==> src/rtl/servo_pwm_multi.sv <==
// Multi-channel servo PWM generator: shared µs prescaler and frame counter,
// per-channel clamped targets with optional per-frame slew toward the target.
module servo_pwm_multi #(
  parameter int unsigned CLK_HZ    = 50_000_000,
  parameter int unsigned CHANNELS  = 4,
  parameter int unsigned PERIOD_US = 20000,
  parameter int unsigned MIN_US    = 500,
  parameter int unsigned MAX_US    = 2500,
  parameter int unsigned MID_US    = 1500,
  parameter int unsigned STEP_US   = 10
) (
  input  logic                Clk_i,
  input  logic                Reset_i,
  input  logic                Wr_i,
  input  logic [3:0]          Ch_i,
  input  logic [11:0]         Width_i,
  output logic [CHANNELS-1:0] Pwm_o,
  output logic                Frame_o,
  output logic [CHANNELS-1:0] Settled_o,
  output logic                Clamp_o,
  output logic                Err_o
);

  localparam int unsigned DIV = CLK_HZ / 1_000_000;
  localparam int unsigned PW  = (DIV > 1) ? $clog2(DIV) : 1;

  localparam logic [PW-1:0] PRE_LAST = PW'(DIV - 1);
  localparam logic [14:0]   FC_LAST  = 15'(PERIOD_US - 1);
  localparam logic [11:0]   MIN_W    = 12'(MIN_US);
  localparam logic [11:0]   MAX_W    = 12'(MAX_US);
  localparam logic [11:0]   MID_W    = 12'(MID_US);
  localparam logic [11:0]   STEP_W   = 12'(STEP_US);
  localparam logic [12:0]   STEP_X   = 13'(STEP_US);

  logic [PW-1:0] pre_q, pre_d;
  logic [14:0]   fc_q, fc_d;
  logic          tick, wrap;

  logic [11:0] tgt_q [CHANNELS];
  logic [11:0] tgt_d [CHANNELS];
  logic [11:0] cur_q [CHANNELS];
  logic [11:0] cur_d [CHANNELS];

  logic [CHANNELS-1:0] pwm_q, pwm_d;
  logic [CHANNELS-1:0] settled_q, settled_d;
  logic                frame_q, frame_d;
  logic                clamp_q, clamp_d;
  logic                err_q, err_d;

  logic        ch_ok;
  logic        out_of_range;
  logic [11:0] wr_w;

  always_comb begin
    tick  = (pre_q == PRE_LAST);
    wrap  = tick && (fc_q == FC_LAST);
    pre_d = tick ? '0 : pre_q + 1'b1;
    fc_d  = fc_q;
    if (tick) begin
      fc_d = wrap ? '0 : fc_q + 15'd1;
    end
  end

  always_comb begin
    ch_ok        = ({1'b0, Ch_i} < 5'(CHANNELS));
    out_of_range = (Width_i < MIN_W) || (Width_i > MAX_W);
    if (Width_i < MIN_W) begin
      wr_w = MIN_W;
    end else if (Width_i > MAX_W) begin
      wr_w = MAX_W;
    end else begin
      wr_w = Width_i;
    end
    clamp_d = Wr_i && ch_ok && out_of_range;
    err_d   = Wr_i && !ch_ok;
    // First cycle of a frame: pre and fc both at zero, matching the first high Pwm cycle.
    frame_d = (fc_q == '0) && (pre_q == '0);
  end

  always_comb begin
    for (int unsigned n = 0; n < CHANNELS; n++) begin
      tgt_d[n] = tgt_q[n];
      if (Wr_i && ch_ok && (Ch_i == 4'(n))) begin
        tgt_d[n] = wr_w;
      end

      // Boundary update reads tgt_q, so a write on the same edge waits one frame.
      cur_d[n] = cur_q[n];
      if (wrap) begin
        if (STEP_US == 0) begin
          cur_d[n] = tgt_q[n];
        end else if (tgt_q[n] >= cur_q[n]) begin
          if (({1'b0, tgt_q[n]} - {1'b0, cur_q[n]}) <= STEP_X) begin
            cur_d[n] = tgt_q[n];
          end else begin
            cur_d[n] = cur_q[n] + STEP_W;
          end
        end else begin
          if (({1'b0, cur_q[n]} - {1'b0, tgt_q[n]}) <= STEP_X) begin
            cur_d[n] = tgt_q[n];
          end else begin
            cur_d[n] = cur_q[n] - STEP_W;
          end
        end
      end

      pwm_d[n]     = (fc_q < {3'b000, cur_q[n]});
      settled_d[n] = (cur_q[n] == tgt_q[n]);
    end
  end

  always_ff @(posedge Clk_i or negedge Reset_i) begin
    if (!Reset_i) begin
      pre_q <= '0;
      fc_q  <= '0;
      for (int unsigned n = 0; n < CHANNELS; n++) begin
        tgt_q[n] <= MID_W;
        cur_q[n] <= MID_W;
      end
      pwm_q     <= '0;
      settled_q <= '0;
      frame_q   <= 1'b0;
      clamp_q   <= 1'b0;
      err_q     <= 1'b0;
    end else begin
      pre_q <= pre_d;
      fc_q  <= fc_d;
      for (int unsigned n = 0; n < CHANNELS; n++) begin
        tgt_q[n] <= tgt_d[n];
        cur_q[n] <= cur_d[n];
      end
      pwm_q     <= pwm_d;
      settled_q <= settled_d;
      frame_q   <= frame_d;
      clamp_q   <= clamp_d;
      err_q     <= err_d;
    end
  end

  assign Pwm_o     = pwm_q;
  assign Settled_o = settled_q;
  assign Frame_o   = frame_q;
  assign Clamp_o   = clamp_q;
  assign Err_o     = err_q;

endmodule
==> config.mk <==
export PLATFORM = sky130hd
export DESIGN_NAME = servo_pwm_multi
export DESIGN_NICKNAME = d
export VERILOG_FILES = /design/src/rtl/servo_pwm_multi.sv
export SDC_FILE = /design/constraint.sdc
export NUM_CORES = 1
export LEC_CHECK = 0
export CELL_PAD_IN_SITES_DETAIL_PLACEMENT = 1
export CELL_PAD_IN_SITES_GLOBAL_PLACEMENT = 1
export CORE_ASPECT_RATIO = 0.9
export CORE_MARGIN = 8
export CORE_UTILIZATION = 49
export DETAILED_ROUTE_END_ITERATION = 7
export PLACE_DENSITY_LB_ADDON = 0.1
export SYNTH_ARGS = -nofsm -noshare
export SYNTH_HDL_FRONTEND = slang
export SYNTH_SLANG_ARGS = --single-unit
export TNS_END_PERCENT = 10
==> constraint.sdc <==
create_clock -name Clk_i -period 4.5 [get_ports Clk_i]
set_input_delay 0.45 -clock Clk_i [delete_from_list [all_inputs] [get_ports Clk_i]]
set_output_delay 0.45 -clock Clk_i [all_outputs]
set_load 0.005 [all_outputs]
==> flow_metrics.tcl, run 1 <==
set metrics [dict create \
    numClockSinks 128 \
    tightest_slew_ns 1.18 \
    synthMuxAreaShare_pct 3.51 \
    placed_area_sq_um 14400 \
    critical_path_buf_inv_count 1 \
    final_max_slew_viol_count 0 \
    crit_arrival_ns 4.30 \
    place_congestion 0.887 \
    hold_slack_ns -0.0183 \
    cts_tree "built" \
    fin_area_sq_um 15100 \
    rows 58 \
    diodes 0 \
    violations "negative hold slack" \
    async_flop_share_pct 100 \
    path_cells "inv_1 -> ha_1 -> o21ai_1 -> a221o_1 -> a2111oi_2 -> o311ai_1 -> or4b_4 -> nor4_4 -> a21bo_1 -> nand2_1 -> a2bb2oi_1" \
    grt_pass1_vias 13900 \
    grt-ovfl-total 0 \
    drt-pass1-iter-count 6 \
    syn-num-nets 1934 \
    cp_slowest_stage_delay_ns 0.55 \
    drc 0 \
    drt.antenna.violating_nets 0 \
    critPathMaxFanout 12 \
    via_per_inst 6.49 \
    dieArea_sq_um 33800 \
    start_kind "register" \
    synth_top_family_by_area "compound AO/OA/AOI/OAI gates" \
    grt_pass1_wl_microns 77100 \
    final_common_cell "ha_1" \
    grt_use_total_pct 28.5 \
    routed_wl_microns 48300 \
    synth-xor-area-share_pct 3.55 \
    dp_hpwl_microns 36100 \
    hold_viol_final 5 \
    htreeDepth 4 \
    pwr_density_cell_nw_per_um2 345 \
    syn_inst 1754 \
    hp-class "input port to asynchronous set/reset pin" \
    antenna_found_initial 1 \
    num_vias 13800 \
    synth-seq-area-share_pct 23.7 \
    fp.dieW_microns 193 \
    critPathCaptureType "register" \
    layout_common_cells "153 x ha_1, 150 x o21ai_0, 148 x nand2_1" \
    clk_pin_slew_ns 0.06 \
    start_util_pct 49.6 \
    ctsHoldBuffers 0 \
    clockRootBuffer "clkbuf_16" \
    coreArea_sq_um 27900 \
    post_cts_buffers 0 \
    io_pins 30 \
    ys_warn_count 0 \
    setup_tns_ns 0 \
    path_class "register to register" \
    relSlewSlack_pct 21.3 \
    synth_fa_ha_area_share_pct 15.0 \
    finClkSkew_ns 0.0128 \
    fp.dieH_microns 175 \
    clk_latency_ns 0.44 \
    wl_per_cell_microns 22.8 \
    leakage_nw 6.39 \
    synth_area_sq_um 13800 \
    synth_cell_types 88 \
    cp_slowest_cell "dfstp_2" \
    rsz0062_at_grt "no" \
    clockBufferDepth 2 \
    status "finished, violations left" \
    synth_edf_count 0 \
    dr.first_iter.drc_count 1054 \
    nNetsFinal 1925 \
    drive_gt1_share_pct 8.13 \
    syn_to_final_growth_pct 8.94 \
    finalSetupViolCount 0 \
    numCtsBuffers 17 \
    maxCapViolCount 0 \
    synth-compound-area-share_pct 27.4 \
    min_period_ns 3.99 \
    max_freq_mhz 251 \
    synth_ff_type "dfrtp_1" \
    avgSynthCellArea_sq_um 7.88 \
    post_cts_resize_count 0 \
    port_buffers 29 \
    ys_ff_latch 128 \
    peakVddDrop_mv 0.274 \
    timing.final.crit_share_pct 88.6 \
    synthSimpleGateAreaFrac_pct 20.5 \
    crit_family "compound AO/OA/AOI/OAI gates" \
    grt_max_degree 61 \
    required_ns 4.81 \
]
where the power goes:
| part | internal, W | switching (W) |
|---|---|---|
| Combinational | 0.000821 | 0.00139 |
| Sequential | 0.00128 | 0.000111 |
| Clock | 0.000986 | 0.000599 |
| Total | 0.00309 | 0.00210 |
worst paths after layout:
| path | startpoint | endpoint | slack [ns] | cells past startpoint |
|---|---|---|---|---|
| setup / recovery | tgt_q[32]$_DFFE_PN1P_ | cur_q[33]$_DFFE_PN0P_ | 0.51 | 11 |
| hold / removal | Reset_i | tgt_q[47]$_DFFE_PN0P_ | -0.02 | 1 |
| setup reg to reg | tgt_q[32]$_DFFE_PN1P_ | cur_q[33]$_DFFE_PN0P_ | 0.51 | 11 |
| hold reg to reg | tgt_q[14]$_DFFE_PN1P_ | tgt_q[14]$_DFFE_PN1P_ | 0.50 | 2 |
| max in group asynchronous | Reset_i | cur_q[27]$_DFFE_PN1P_ | 3.52 | 2 |
| min in group Clk_i | tgt_q[14]$_DFFE_PN1P_ | tgt_q[14]$_DFFE_PN1P_ | 0.50 | 2 |
sequential cells by signal, indices dropped and copies added, names as in the netlist:
name / cells
pre_q: 6
Err_o: 1
tgt_q: 48
Pwm_o: 4
cur_q: 48
Clamp_o: 1
fc_q: 15
Frame_o: 1
Settled_o: 4
Yosys cell counts (11+ instances only):
master / n / share of area (%)
nor2_1: 124 / 3.4
a211oi_1: 33 / 1.8
clkbuf_1: 63 / 1.7
or3_1: 14 / 0.63
dfrtp_1: 72 / 13
xnor2_1: 46 / 2.9
o211ai_1: 19 / 1.0
nor3_1: 51 / 1.8
nand2_1: 148 / 4.0
o31a_1: 13 / 0.82
inv_1: 144 / 3.9
dfstp_2: 56 / 11
o21ai_0: 150 / 5.4
nor4_1: 22 / 1.0
ha_1: 153 / 14
nand2b_1: 37 / 1.7
o31ai_1: 20 / 1.1
o21a_1: 23 / 1.2
a2111oi_0: 11 / 0.70
nor3b_1: 12 / 0.65
a21o_1: 47 / 2.6
nor2b_1: 22 / 1.0
mux2i_1: 35 / 2.5
mux2_2: 12 / 0.98
nand4_1: 27 / 1.2
nand3_1: 56 / 2.0
a21oi_1: 123 / 4.5
logic make-up (layout without fill, tap and decap cells):
kind of cell,count (synthesis),after routing
and+or+nand+nor,566,566
adders and majority gates,161,161
muxes,47,47
xor gates and xnor gates,56,56
buffers and inverters,224,228
DFF,128,128
AOI/OAI and AO/OA,572,572
layer usage:
layer | vias to the layer above | GRT usage [%] | routed length (microns)
met5 | - | 0 | 0
li1 | 6387 | - | -
met4 | 0 | 6.69 | 705
met1 | 6921 | 39.6 | 22400
met3 | 56 | 3.63 | 2530
met2 | 391 | 46.4 | 22600
through the flow:
stage | instances | util (%) | setup WS, ns | power, W
global placement | 2086 | 51.7 | 0.699 | 0.00351
floorplan | 1754 | - | 1.08 | 0.00297
finish | 2118 | 54.0 | 0.514 | 0.00519
CTS | 2118 | 54.0 | 0.516 | 0.00516
global route | 2118 | 54.0 | 0.333 | 0.00548
detailed placement | 2086 | 51.7 | 0.569 | 0.00356
final cells by class:
cell class                      count  area [sq um]
Clock buffer                       19           433
Clock inverter                     13           211
Fill cell                        3445         12800
Inverter                          147           552
Multi-Input combinational cell   1402          9690
Sequential cell                   128          3270
Tap cell                          360           450
Timing Repair Buffer               49           442
No activity file was read; power rests on OpenSTA's default activity.
==> inputs of run 2 (changes only) <==
RECOVER_POWER = 100   (was not set)
==> flow_metrics.tcl, run 2 (synthesis gave the netlist of run 1 again) <==
set metrics [dict create \
    status "finished, violations left" \
    violations "max-capacitance violations, max-slew violations" \
    ctsHoldBuffers 0 \
    rsz0062_at_grt "no" \
    drive_gt1_share_pct 7.34 \
    start_util_pct 49.6 \
    dr.first_iter.drc_count 937 \
    maxCapViolCount 1 \
    cts_tree "built" \
    place_congestion 0.887 \
    clockRootBuffer "clkbuf_16" \
    final_common_cell "ha_1" \
    syn_to_final_growth_pct 8.68 \
    post_cts_resize_count 0 \
    via_per_inst 6.47 \
    fin_total_pwr_w 0.00518 \
    num_vias 13700 \
    nNetsFinal 1925 \
    antenna_found_initial 1 \
    required_ns 4.86 \
    grt_pass1_vias 13900 \
    rows 58 \
    numCtsBuffers 17 \
    coreArea_sq_um 27900 \
    top_layer "met4" \
    setup_tns_ns 0 \
    drt-pass1-iter-count 5 \
    grt_pass1_wl_microns 77100 \
    diodes 0 \
    top_regs "cur_q (48), tgt_q (48), fc_q (15)" \
    grt-ovfl-total 0 \
    timing.final.crit_share_pct 92.4 \
    grt_max_degree 61 \
    crit_arrival_ns 4.52 \
    drt.antenna.violating_nets 0 \
    dieArea_sq_um 33800 \
    pwr_density_cell_nw_per_um2 345 \
    drc 0 \
    fp.dieW_microns 193 \
    start_kind "register" \
    wl_per_cell_microns 22.8 \
    path_cells "inv_1 -> ha_1 -> o21ai_1 -> a221o_1 -> a2111oi_2 -> o311ai_1 -> or4b_1 -> nor4_4 -> clkbuf_1 -> nor2_4 -> a22o_1 -> a211oi_2" \
    max_freq_mhz 241 \
    hold_viol_final 0 \
    fp.dieH_microns 175 \
    cp_slowest_cell "or4b_1" \
    layout_common_cells "153 x ha_1, 150 x o21ai_0, 148 x nand2_1" \
    wl_met3_microns 2410 \
    clk_latency_ns 0.44 \
    leakage_nw 6.41 \
    cp_slowest_stage_delay_ns 0.58 \
    port_buffers 29 \
    path_class "register to register" \
    relSlewSlack_pct -129 \
    dp_hpwl_microns 36100 \
    numClockSinks 128 \
    grt_use_total_pct 28.5 \
    routed_wl_microns 48200 \
    post_cts_buffers 0 \
    finClkSkew_ns 0.0127 \
    min_period_ns 4.16 \
    io_pins 30 \
    hp-class "register to register" \
    htreeDepth 4 \
    clk_pin_slew_ns 0.07 \
    fillCellCount 3451 \
    final_max_slew_viol_count 61 \
    critPathCaptureType "register" \
    wl_met2_microns 22600 \
    tightest_slew_ns 3.43 \
    clockBufferDepth 2 \
    finalSetupViolCount 0 \
    critPathMaxFanout 12 \
    peakVddDrop_mv 0.271 \
    wl_met1_microns 22400 \
]
[run 2: changes by cell type in the layout (fill, tap and decap cells not counted), sizes merged]
| cell | change |
|---|---|
| clkbuf | +7 |
| dlygate4sd3 | +14 |
| clkdlybuf4s50 | -14 |
| buf | -7 |
[run 2: stage by stage]
| step | setup slack [ns] | utilization, % | instances | hold slack, ns | instance area [sq um] |
|---|---|---|---|---|---|
| after floorplan | 1.08 | - | 1754 | 0.154 | 13800 |
| after global placement | 0.699 | 51.7 | 2086 | 0.471 | 14400 |
| after detailed placement | 0.569 | 51.7 | 2086 | 0.471 | 14400 |
| after CTS | 0.516 | 54.0 | 2118 | 0.00211 | 15100 |
| after global routing | 0.175 | 53.9 | 2118 | 0.517 | 15000 |
| final | 0.342 | 53.9 | 2118 | 0.500 | 15000 |
[run 2: layout make-up]
cell class	count	area (sq um)	share of cell area (%)
clock inverters	13	211	1.41
well taps	360	450	3.00
multi-input cells	1402	9680	64.5
inverters	147	552	3.67
clock buffers	19	433	2.88
flip-flops and latches	128	3270	21.8
repair buffers	49	415	2.77
[run 2: power by group]
part | switching (W) | internal (W) | leakage [nW]
combinational | 0.00139 | 0.000816 | 4.55
clock | 0.000597 | 0.000986 | 0.311
sequential | 0.000112 | 0.00128 | 1.55
total | 0.00210 | 0.00308 | 6.41
[run 2: worst paths after layout]
kind / start / cells after the start / slack [ns] / to
worst max-delay path: tgt_q[32]$_DFFE_PN1P_ / 12 / 0.34 / cur_q[34]$_DFFE_PN1P_
worst max register to register: tgt_q[32]$_DFFE_PN1P_ / 12 / 0.34 / cur_q[34]$_DFFE_PN1P_
max in group asynchronous: Reset_i / 2 / 0.95 / cur_q[25]$_DFFE_PN0P_
worst min-delay path: tgt_q[14]$_DFFE_PN1P_ / 2 / 0.50 / tgt_q[14]$_DFFE_PN1P_
worst min register to register: tgt_q[14]$_DFFE_PN1P_ / 2 / 0.50 / tgt_q[14]$_DFFE_PN1P_
min in group asynchronous: Reset_i / 1 / 1.15 / tgt_q[47]$_DFFE_PN0P_
[run 2: worst max-delay path: cells and delay by family, from the launching register on]
kind	cells	cell delay (ns)
buffers and inverters	2	0.46
flip-flops	1	0.55
adder cells (fa/ha/maj)	1	0.51
AND/OR/NAND/NOR	3	1.04
AO/OA/AOI/OAI	6	1.51
[run 2: layer usage]
layer	up-vias	global-route usage (%)
met4	0	6.69
met1	6884	39.6
li1	6394	-
met2	365	46.4
met5	-	0
met3	60	3.63
==> inputs of run 3 (changes only) <==
RECOVER_POWER = 25   (was 100)
==> flow_metrics.tcl, run 3 (synthesis gave the netlist of run 1 again) <==
set metrics [dict create \
    status "finished, violations left" \
    violations "max-capacitance violations, max-slew violations" \
    comb_power_share_pct 42.6 \
    antenna_found_initial 1 \
    grt_pass1_wl_microns 77100 \
    critical_path_buf_inv_count 1 \
    required_ns 4.82 \
    cp_slowest_cell "or4b_4" \
    timing.final.crit_share_pct 88.9 \
    crit_arrival_ns 4.31 \
    drt.antenna.violating_nets 0 \
    dr.first_iter.drc_count 911 \
    wl_per_cell_microns 22.7 \
    path_cells "inv_1 -> ha_1 -> o21ai_1 -> a221o_1 -> a2111oi_2 -> o311ai_1 -> or4b_4 -> nor4_4 -> a21bo_1 -> nand2_1 -> a2bb2oi_1" \
    post_cts_resize_count 0 \
    clockBufferDepth 2 \
    crit_family "compound AO/OA/AOI/OAI gates" \
    io_pins 30 \
    clkPwrFrac_pct 30.5 \
    fp.dieH_microns 175 \
    final_common_cell "ha_1" \
    cp_slowest_stage_delay_ns 0.56 \
    peakVddDrop_mv 0.275 \
    finClkSkew_ns 0.0124 \
    drc 0 \
    critPathCaptureType "register" \
    layout_common_cells "153 x ha_1, 150 x o21ai_0, 148 x nand2_1" \
    port_buffers 29 \
    ctsHoldBuffers 0 \
    place_congestion 0.887 \
    clk_pin_slew_ns 0.07 \
    dp_hpwl_microns 36100 \
    relSlewSlack_pct -131 \
    fillCellCount 3447 \
    top_regs "cur_q (48), tgt_q (48), fc_q (15)" \
    leakage_nw 6.39 \
    routed_wl_microns 48200 \
    coreArea_sq_um 27900 \
    hp-class "register to register" \
    drive_gt1_share_pct 8.08 \
    grt-ovfl-total 0 \
    fin_area_sq_um 15000 \
    finalSetupViolCount 0 \
    setup_tns_ns 0 \
    cts_tree "built" \
    numCtsBuffers 17 \
    rsz0062_at_grt "no" \
    syn_to_final_growth_pct 8.87 \
    num_vias 13700 \
    path_class "register to register" \
    start_kind "register" \
    hold_slack_ns 0.501 \
    p_seq_share_pct 26.9 \
    maxCapViolCount 1 \
    switchingPower_w 0.00210 \
    min_period_ns 4.00 \
    dieArea_sq_um 33800 \
    start_util_pct 49.6 \
    dp_cells 2086 \
    tightest_slew_ns 3.47 \
    clockRootBuffer "clkbuf_16" \
    nNetsFinal 1925 \
    grt_use_total_pct 28.5 \
    hold_viol_final 0 \
    diodes 0 \
    numClockSinks 128 \
    final_max_slew_viol_count 61 \
    netSwitchingFraction_pct 40.5 \
    stdcell_count 2118 \
    grt_pass1_vias 13900 \
    cell_internal_pwr_w 0.00309 \
    post_cts_buffers 0 \
    rows 58 \
    drt-pass1-iter-count 5 \
    clk_latency_ns 0.44 \
    fp.dieW_microns 193 \
    via_per_inst 6.49 \
    htreeDepth 4 \
    critPathMaxFanout 12 \
    placed_area_sq_um 14400 \
    max_freq_mhz 250 \
    grt_max_degree 61 \
    pwr_density_cell_nw_per_um2 345 \
]
run 3: cell count changes in the layout (fill, tap and decap cells not counted), moves of 2 or more:
cell             delta
buf_4               +5
clkbuf_1            -3
clkbuf_2            -2
clkdlybuf4s50_1    +13
dfstp_1             -6
dfstp_2             +6
dlygate4sd3_1      -13
run 3: routing by layer:
metal  share of wire [%]  track usage [%]  vias up
met5                   0                0        -
met4                 1.5             6.69        0
met3                 5.5             3.63       56
met2                  47             46.4      402
met1                  46             39.6     6897
li1                    -                -     6390
run 3: final cells by class:
cell class,instances,area (sq um),share of cell area (%)
clock buffer,19,433,2.88
clock inverter,13,211,1.41
inverter,147,552,3.67
multi-input combinational,1402,9690,64.4
sequential,128,3270,21.8
tap,360,450,2.99
timing repair buffer,49,432,2.87
run 3: power groups by stage:
stage	Combinational, W	Sequential, W	Clock [W]
floorplan	0.00160	0.00137	0
global placement	0.00211	0.00140	0
detailed placement	0.00215	0.00141	0
CTS	0.00217	0.00139	0.00159
global route	0.00244	0.00141	0.00164
finish	0.00221	0.00139	0.00158
run 3: worst paths after layout:
path | startpoint | end | cells after the start | slack (ns)
worst min-delay path | tgt_q[14]$_DFFE_PN1P_ | tgt_q[14]$_DFFE_PN1P_ | 2 | 0.50
worst max register to register | tgt_q[32]$_DFFE_PN1P_ | cur_q[33]$_DFFE_PN0P_ | 11 | 0.50
max in group asynchronous | Reset_i | fc_q[7]$_DFFE_PN0N_ | 2 | 0.98
worst max-delay path | tgt_q[32]$_DFFE_PN1P_ | cur_q[33]$_DFFE_PN0P_ | 11 | 0.50
worst min register to register | tgt_q[14]$_DFFE_PN1P_ | tgt_q[14]$_DFFE_PN1P_ | 2 | 0.50
min in group asynchronous | Reset_i | Settled_o[0]$_DFF_PN0_ | 1 | 1.16
run 3: stage by stage:
step | setup slack, ns | util (%) | power (W)
2_1_floorplan | 1.08 | - | 0.00297
3_3_place_gp | 0.699 | 51.7 | 0.00351
3_5_place_dp | 0.569 | 51.7 | 0.00356
4_1_cts | 0.516 | 54.0 | 0.00516
5_1_grt | 0.333 | 54.0 | 0.00548
6_report | 0.502 | 54.0 | 0.00519
run 3: worst min-delay path, stage by stage (launching register included):
cell	delay [ns]
dfstp_2	0.38
nand2_1	0.05
o21ai_0	0.07
==> RTL change, RTL diff (config.mk and constraints of run 2) <==
Add an input register stage for `Wr_i`, `Ch_i` and `Width_i`, with the module's reset; this delays them by one clock.
--- a/src/rtl/servo_pwm_multi.sv
+++ b/src/rtl/servo_pwm_multi.sv
@@ -32,6 +32,22 @@
   localparam logic [11:0]   STEP_W   = 12'(STEP_US);
   localparam logic [12:0]   STEP_X   = 13'(STEP_US);
 
+  logic Wr_q;
+  logic [3:0] Ch_q;
+  logic [11:0] Width_q;
+
+  always_ff @(posedge Clk_i or negedge Reset_i) begin
+    if (!Reset_i) begin
+      Wr_q    <= '0;
+      Ch_q    <= '0;
+      Width_q <= '0;
+    end else begin
+      Wr_q    <= Wr_i;
+      Ch_q    <= Ch_i;
+      Width_q <= Width_i;
+    end
+  end
+
   logic [PW-1:0] pre_q, pre_d;
   logic [14:0]   fc_q, fc_d;
   logic          tick, wrap;
@@ -62,17 +78,17 @@
   end
 
   always_comb begin
-    ch_ok        = ({1'b0, Ch_i} < 5'(CHANNELS));
-    out_of_range = (Width_i < MIN_W) || (Width_i > MAX_W);
-    if (Width_i < MIN_W) begin
+    ch_ok        = ({1'b0, Ch_q} < 5'(CHANNELS));
+    out_of_range = (Width_q < MIN_W) || (Width_q > MAX_W);
+    if (Width_q < MIN_W) begin
       wr_w = MIN_W;
-    end else if (Width_i > MAX_W) begin
+    end else if (Width_q > MAX_W) begin
       wr_w = MAX_W;
     end else begin
-      wr_w = Width_i;
+      wr_w = Width_q;
     end
-    clamp_d = Wr_i && ch_ok && out_of_range;
-    err_d   = Wr_i && !ch_ok;
+    clamp_d = Wr_q && ch_ok && out_of_range;
+    err_d   = Wr_q && !ch_ok;
     // First cycle of a frame: pre and fc both at zero, matching the first high Pwm cycle.
     frame_d = (fc_q == '0) && (pre_q == '0);
   end
@@ -80,7 +96,7 @@
   always_comb begin
     for (int unsigned n = 0; n < CHANNELS; n++) begin
       tgt_d[n] = tgt_q[n];
-      if (Wr_i && ch_ok && (Ch_i == 4'(n))) begin
+      if (Wr_q && ch_ok && (Ch_q == 4'(n))) begin
         tgt_d[n] = wr_w;
       end
 
Formal check against the unedited RTL: not equivalent (a bounded check fails within 4 cycles, from zero or initial values and one cycle with Reset_i low).
==> RTL change against run 2 <==
  * The run still ends with capacitance limit, slew limit left
  * Setup slack lost 0.15 ns
  * Wire length grew 0.50%
  * Global-route usage decreased by 0.69 points
  * Final area grew 1.3%
  * Total power increased by 5.9%
  * Maximum frequency shrank 3.5%
  * Non-clock buffer count fell by 5
  * Sequential cell count increased by 17
  * Highest routed layer unchanged
  * Synthesized area up 2.8%
==> RTL change: results (changes against run 2) <==
Parameter                              Value

Cells and area
  Number of filler instances in the final layout ... 3495 (was 3451)
  Non-clock buffering overhead in the final layout ... 2.54% (was 2.77%)
  Multi-input gates ... 1396 (was 1402)
  Combined area of the multi-input logic cells ... 9530 um2 (was 9680 um2)
  Clock buf/inv share ... 4.06% (was 4.29%)
  Non-clock inverter total of the final layout ... 137 (was 147)
  Layout clock buffer count ... 18 (was 19)

Setup path
  Cell with the largest stage delay on the worst path ... sky130_fd_sc_hd__nor4_2 (was sky130_fd_sc_hd__or4b_1)
  Top fanout value on the critical path ... 13 (was 12)
  Largest incremental delay on the critical path ... 0.69 ns (was 0.58 ns)
  Reg-to-Reg Start ... cur_q[13] (was tgt_q[32])
  CP startpoint ... cur_q[13] (was tgt_q[32])

Timing
  Slew of the pin with the lowest slew margin ... 3.81 ns (was 3.43 ns)
  Worst setup skew after layout ... 0.0143 ns (was 0.0127 ns)
  Max Transition Viols Final ... 78 (was 61)

Logic synthesis
  Area contributors post-synth ... sky130_fd_sc_hd__dfrtp_1, sky130_fd_sc_hd__ha_1, sky130_fd_sc_hd__dfstp_2 (was sky130_fd_sc_hd__ha_1, sky130_fd_sc_hd__dfrtp_1, sky130_fd_sc_hd__dfstp_2)
  Share of the synthesized area in compound gates (AO/OA/AOI/OAI) ... 26.5% (was 27.4%)
  Register bit count reported by yosys ... 145 (was 128)
  Count of cell types in the netlist ... 108 (was 88)
  Sequential-to-total area share from yosys stat ... 26.0% (was 23.7%)

Run
  Max-Cap Viols ... 1 (unchanged)

Place
  Routability congestion estimate from global placement ... 0.929 (was 0.887)
  Total cell area at the placement stage ... 14700 um2 (was 14400 um2)
  Pre-CTS setup slack ... 0.493 ns (was 0.569 ns)

Route
  Drt via density ... 6.42 (was 6.47)
  First DRT Iteration DRCs ... 866 (was 937)
  Total Routed Length ... 48400 um (was 48200 um)
  Post-detailed-route wirelength per cell ... 22.8 um (about the same)

Power
  LEAKAGE ... 6.36 nW (was 6.41 nW)
  Share of total power in the clock network ... 28.3% (was 30.6%)
  Worst supply voltage drop on vdd ... 180 uV (was 271 uV)

Global route
  Global-route wire length before repair ... 77900 um (was 77100 um)
  Overall global routing resource usage ... 27.8% (was 28.5%)
  Maximum number of pins on one net before global-route repair ... 79 (was 61)
  Antenna violations before repair ... 0 (was 1)

Hold path
  Hold_sp ... tgt_q[39] (was tgt_q[14])

Run status
  Run status ... finished, violations left (unchanged)
  Violations in the final reports ... capacitance limit, slew limit (unchanged)
RTL change: per-stage QoR:
stage	hold WS [ns]	total power [W]
final	0.506	0.00549
after global routing	0.523	0.00578
after CTS	0.0896	0.00549
after detailed placement	0.495	0.00392
after global placement	0.482	0.00385
after floorplan	0.154	0.00334
RTL change: worst max-delay path, delay by kind of cell (launching register included):
kind | cells | cell delay, ns
compound gates | 6 | 1.22
fa+ha+maj | 1 | 0.48
buf+inv | 1 | 0.24
flops | 1 | 0.47
mux | 1 | 0.35
simple gates | 3 | 1.48
RTL change: path summary, 6_finish.rpt:
check	endpoint	slack, ns
worst min-delay path	tgt_q[39]	0.51
min in group asynchronous	Settled_o[0]	1.38
worst min register to register	tgt_q[39]	0.51
max in group asynchronous	cur_q[21]	0.89
worst max register to register	cur_q[21]	0.19
worst max-delay path	cur_q[21]	0.19
RTL change: metal layers:
layer	track usage, %	routed length [um]
met2	46.4	22700
met4	8.96	1190
met5	0	0
met1	37.2	22500
met3	3.34	2020
